===== src/rtl/hazard_stall_ctrl.sv =====
// hazard_stall_ctrl: load-use stall, branch flush and data-memory freeze sequencing; HAZ_CTRL_PERF_EN adds stall/flush counters
module hazard_stall_ctrl #(
  parameter int MEM_WAIT_MAX = 15
) (
  input  logic       clk,
  input  logic       rst,
  input  logic [4:0] IF_ID_Rs1,
  input  logic [4:0] IF_ID_Rs2,
  input  logic [4:0] ID_EX_Rd,
  input  logic       ID_EX_MemRead,
  input  logic       EX_BranchTaken,
  input  logic       EX_MEM_MemReq,
  input  logic       mem_ready,
  output logic       pc_write,
  output logic       if_id_write,
  output logic       id_ex_write,
  output logic       ex_mem_write,
  output logic       id_ex_bubble,
  output logic       mem_wb_bubble,
  output logic       if_id_flush,
  output logic       id_ex_flush,
  output logic       mem_timeout,
`ifdef HAZ_CTRL_PERF_EN
  output logic [31:0] stall_cnt,
  output logic [31:0] flush_cnt,
`endif
  output logic [1:0] ctrl_state
);
  localparam int CW = $clog2(MEM_WAIT_MAX + 1);
  typedef enum logic [1:0] {RUN = 2'b00, LOAD_STALL = 2'b01, MEM_WAIT = 2'b10} state_t;
  state_t state, state_nx;
  logic [CW-1:0] cnt, cnt_nx;
  logic freeze, luse, waiting, wait_hold, frz_now;
  assign freeze    = EX_MEM_MemReq && !mem_ready;
  assign luse      = ID_EX_MemRead && ID_EX_Rd != 5'd0 && (ID_EX_Rd == IF_ID_Rs1 || ID_EX_Rd == IF_ID_Rs2);
  assign waiting   = state == MEM_WAIT;
  assign wait_hold = waiting && !mem_ready && cnt < CW'(MEM_WAIT_MAX);
  assign frz_now   = waiting ? wait_hold : freeze;
  assign ctrl_state = rst ? state : RUN;
  // A release cycle (ready or timeout) is evaluated like RUN so a held branch or load-use is acted on then
  always_comb begin
    pc_write      = 1'b1;
    if_id_write   = 1'b1;
    id_ex_write   = 1'b1;
    ex_mem_write  = 1'b1;
    id_ex_bubble  = 1'b0;
    mem_wb_bubble = 1'b0;
    if_id_flush   = 1'b0;
    id_ex_flush   = 1'b0;
    mem_timeout   = rst && waiting && !mem_ready && !wait_hold;
    state_nx      = RUN;
    cnt_nx        = '0;
    if (!rst) begin
      {pc_write, if_id_write, id_ex_write, ex_mem_write} = 4'b0000;
      id_ex_bubble  = 1'b1;
      mem_wb_bubble = 1'b1;
    end else if (frz_now) begin
      {pc_write, if_id_write, id_ex_write, ex_mem_write} = 4'b0000;
      mem_wb_bubble = 1'b1;
      state_nx      = MEM_WAIT;
      cnt_nx        = waiting ? cnt + 1'b1 : '0;
    end else if (EX_BranchTaken) begin
      if_id_flush = 1'b1;
      id_ex_flush = 1'b1;
    end else if (luse && state != LOAD_STALL) begin
      pc_write     = 1'b0;
      if_id_write  = 1'b0;
      id_ex_bubble = 1'b1;
      state_nx     = LOAD_STALL;
    end
  end
  // State and wait counter registers
  always_ff @(posedge clk) begin
    if (!rst) begin
      state <= RUN;
      cnt   <= '0;
    end else begin
      state <= state_nx;
      cnt   <= cnt_nx;
    end
  end
`ifdef HAZ_CTRL_PERF_EN
  // Saturating stall and flush cycle counters
  always_ff @(posedge clk) begin
    if (!rst) begin
      stall_cnt <= '0;
      flush_cnt <= '0;
    end else begin
      if (!pc_write && stall_cnt != 32'hFFFF_FFFF) stall_cnt <= stall_cnt + 32'd1;
      if (if_id_flush && flush_cnt != 32'hFFFF_FFFF) flush_cnt <= flush_cnt + 32'd1;
    end
  end
`endif
endmodule

===== config.mk =====
export PLATFORM = sky130hd
export DESIGN_NAME = hazard_stall_ctrl
export DESIGN_NICKNAME = d
export VERILOG_FILES = /design/src/rtl/hazard_stall_ctrl.sv
export SDC_FILE = /design/constraint.sdc
export NUM_CORES = 1
export LEC_CHECK = 0
export ABC_CLOCK_PERIOD_IN_PS = 1750
export CAP_MARGIN = 10
export CORE_MARGIN = 2
export CORE_UTILIZATION = 29
export CTS_BUF_LIST = sky130_fd_sc_hd__clkbuf_8 sky130_fd_sc_hd__clkbuf_16
export DETAILED_ROUTE_END_ITERATION = 10
export PLACE_DENSITY = 0.68
export SLEW_MARGIN = 20
export SYNTH_ARGS = -nofsm -noshare
export SYNTH_HDL_FRONTEND = slang
export SYNTH_SLANG_ARGS = --single-unit

===== constraint.sdc =====
create_clock -name clk -period 1.75 [get_ports clk]
set_input_delay 0.35 -clock clk [delete_from_list [all_inputs] [get_ports clk]]
set_output_delay 0.35 -clock clk [all_outputs]
set_load 0.01 [all_outputs]

==> results.md <==
- Vias per Instance: 4.74
- count of state elements after synthesis: 6
- global-route usage over all layers: 16.5%
- clock skew: 0.00209 ns
- clock latency on the worst-skew pair: 0.22 ns
- initial antenna violation count: 0
- wire length of the first global-routing pass: 2350 µm
- chip width: 44.2 µm
- count of cells along the worst register-to-register path: 9
- area delta synth->final: 137%
- number of I/O port buffers: 31
- Root Buffer Master: sky130_fd_sc_hd__clkbuf_8
- top area cells in the synthesized netlist: sky130_fd_sc_hd__dfxtp_1 26%, sky130_fd_sc_hd__xor2_1 21%, sky130_fd_sc_hd__nor2_1 7.2%
- floorplan core area: 1510 µm²
- clock buffers created by TritonCTS: 3
- deepest clock path buffer count: 2
- Die ar.: 1950 µm²
- Routability Congestion: 0.733
- critical path fanouts, max: 2
- final critical path time including I/O delays and setup: 2.00 ns
- run status: complete, but fails checks
- Setup Crit Path Kind: reg -> out
- final-layout fill cell count: 126
- Async S/R FF share, synth: 0%
- measured slew at the worst slew-check pin: 0.271 ns
- sequential-to-total area share from yosys stat: 25.7%
- setup violation total in the final timing report: 9
- Highest Clock Rate: 500 MHz
- number of nets in the final layout: 141
- CTS tree: yes
- routed wire length: 1610 µm
- worst setup margin: -0.252 ns
- HPWL after detailed placement: 1070 µm
- worst reg2reg setup slack: 0.11 ns
- sink count of the clock tree: 6
- clock edge transition at the registers on the reported setup and hold paths: 0.04 ns
- total global routing overflow: 0
- via count: 630
- commonest non-fill, non-tap cells in the layout: 25 x sky130_fd_sc_hd__buf_4, 11 x sky130_fd_sc_hd__xor2_1, 8 x sky130_fd_sc_hd__nor2_1, 8 x sky130_fd_sc_hd__dlygate4sd2_1, 8 x sky130_fd_sc_hd__buf_6
- Cells after Synth: 57
- number of cells traversed by the worst hold path: 2
- Util after Layout: 73.5%
- standard-cell rows: 14
- Remaining DRCs: 0
- most area-hungry cell type in the Yosys netlist: sky130_fd_sc_hd__dfxtp_1
- type of origin of the critical path: register
- routed length per instance: 12.1 µm
- number of enable flip-flop cells after synthesis: 0
- commonest non-fill, non-tap cell in the layout: sky130_fd_sc_hd__buf_4
- worst vdd rail ir drop: 0.000332 V
- Static Leak: 0.536 nW
- total count of hold-check failures in the final report: 0
- signal arrival time at the worst endpoint: 1.65 ns
- iteration-0 DRC count of the detailed router: 3
- diode insertion count for antenna repair: 0
- Die Span Y: 44.2 µm
- Post-Syn Area: 468 µm²
- hold_buf cts: 0
- fraction of layout cells with a size suffix above 1: 53.0%
- number of levels the H-tree was split into: 1
- top cell type's share of synthesized area: 25.7%
- unrepaired setup endpoints after global routing: yes
- number of I/O pins: 32
- most used flip-flop cell after synthesis: sky130_fd_sc_hd__dfxtp_1
- count of cell types in the netlist: 24
- Tightest Hold Check Type: reg -> reg
- share of the cycle needed by the critical path after routing: 114%
- Final ANT Viol Nets: 0
- DR pass1 iterations: 2
- Worst EP required: 1.40 ns
- total chip power: 0.520 mW
- violated checks: setup timing
- headroom to the max-slew limit: 81.9%
- number of pins with negative max-slew slack in the final report: 0
- Max-Cap Viols: 0
- count of synthesis-stage warnings from yosys: 0
- syn nets: 79
- initial core utilization: 31.1%
- Critical Path Sink Type: primary output
- pwr/cell area: 470 nW/µm²
- mean area per synthesized cell: 8.21 µm²
- area occupied by multi-input gates: 383 µm²
- via count of the first global-routing pass: 613
- Reg area: 123 µm²
- pin count of the biggest net entering global routing: 6
[state kept, by name, summed over array words and instances (netlist names)]
register / cells
cnt: 4
state: 2
[per-stage QoR]
stage	TNS (ns)	area [µm²]	hold slack (ns)	worst slack, ns	cells
detailed placement	-6.36	906	0.512	-0.915	118
global route	-2.17	1110	0.558	-0.316	133
CTS	-0.883	1000	0.495	-0.338	128
floorplan	-0.0134	470	0.418	-0.0134	57
global placement	-5.84	906	0.501	-0.842	118
finish	-1.65	1110	0.535	-0.252	133
[critical path: stages (launching register included)]
cell                       delay [ns]
sky130_fd_sc_hd__dfxtp_2         0.34
sky130_fd_sc_hd__ha_4            0.14
sky130_fd_sc_hd__nand4b_1        0.11
sky130_fd_sc_hd__or2_1           0.26
sky130_fd_sc_hd__o211a_1         0.17
sky130_fd_sc_hd__o41ai_4         0.22
sky130_fd_sc_hd__buf_2           0.19
[cells by family (layout without fill, tap and decap cells)]
family                   after synthesis  count (layout)  synth area share [%]
AO/OA/AOI/OAI                          6               6                  12.8
XOR/XNOR                              12              12                  22.5
adder cells (fa/ha/maj)                1               1                  2.67
buffers and inverters                 10              70                  10.4
flip-flops                             6               6                  25.7
AND/OR/NAND/NOR                       22              22                  25.9
[synthesized netlist by cell type (all sizes together), types with 3 or more instances]
library cell  count
buf               3
inv               7
xor2             11
dfxtp             6
nor2             10
nor3              3
[report_power, final]
group	internal (mW)	switching, mW
combinational	0.103	0.0747
sequential	0.140	0.00120
clock	0.147	0.0544
total	0.390	0.130
[area by class of cell]
| cell class | instances | area share (%) |
|---|---|---|
| clock buffer | 3 | 3.73 |
| tap | 16 | 1.81 |
| inverter | 7 | 2.60 |
| multi-input combinational | 41 | 34.6 |
| timing repair buffer | 60 | 46.2 |
| sequential | 6 | 11.1 |
[routing by layer]
metal / track usage (%) / vias up / wire, µm
li1: - / 311 / -
met1: 16.6 / 286 / 566
met2: 31.8 / 29 / 913
met3: 4.08 / 4 / 105
met4: 6.67 / 0 / 28
met5: 0 / - / 0
[worst paths after layout]
path,from,endpoint
worst max-delay path,cnt[0],id_ex_bubble
worst min-delay path,cnt[0],cnt[0]
worst min register to register,cnt[0],cnt[0]
worst max register to register,cnt[0],state[0]
[timing repair]
item | in CTS | in global routing
endpoints found under the setup margin | 11 | 12
resized for setup | 82 | 14
pin swaps | 15 | 5
setup buffers | 7 | 5
endpoints found under the hold margin | 0 | 0
Note: power is estimated with default switching activity, not from simulation.
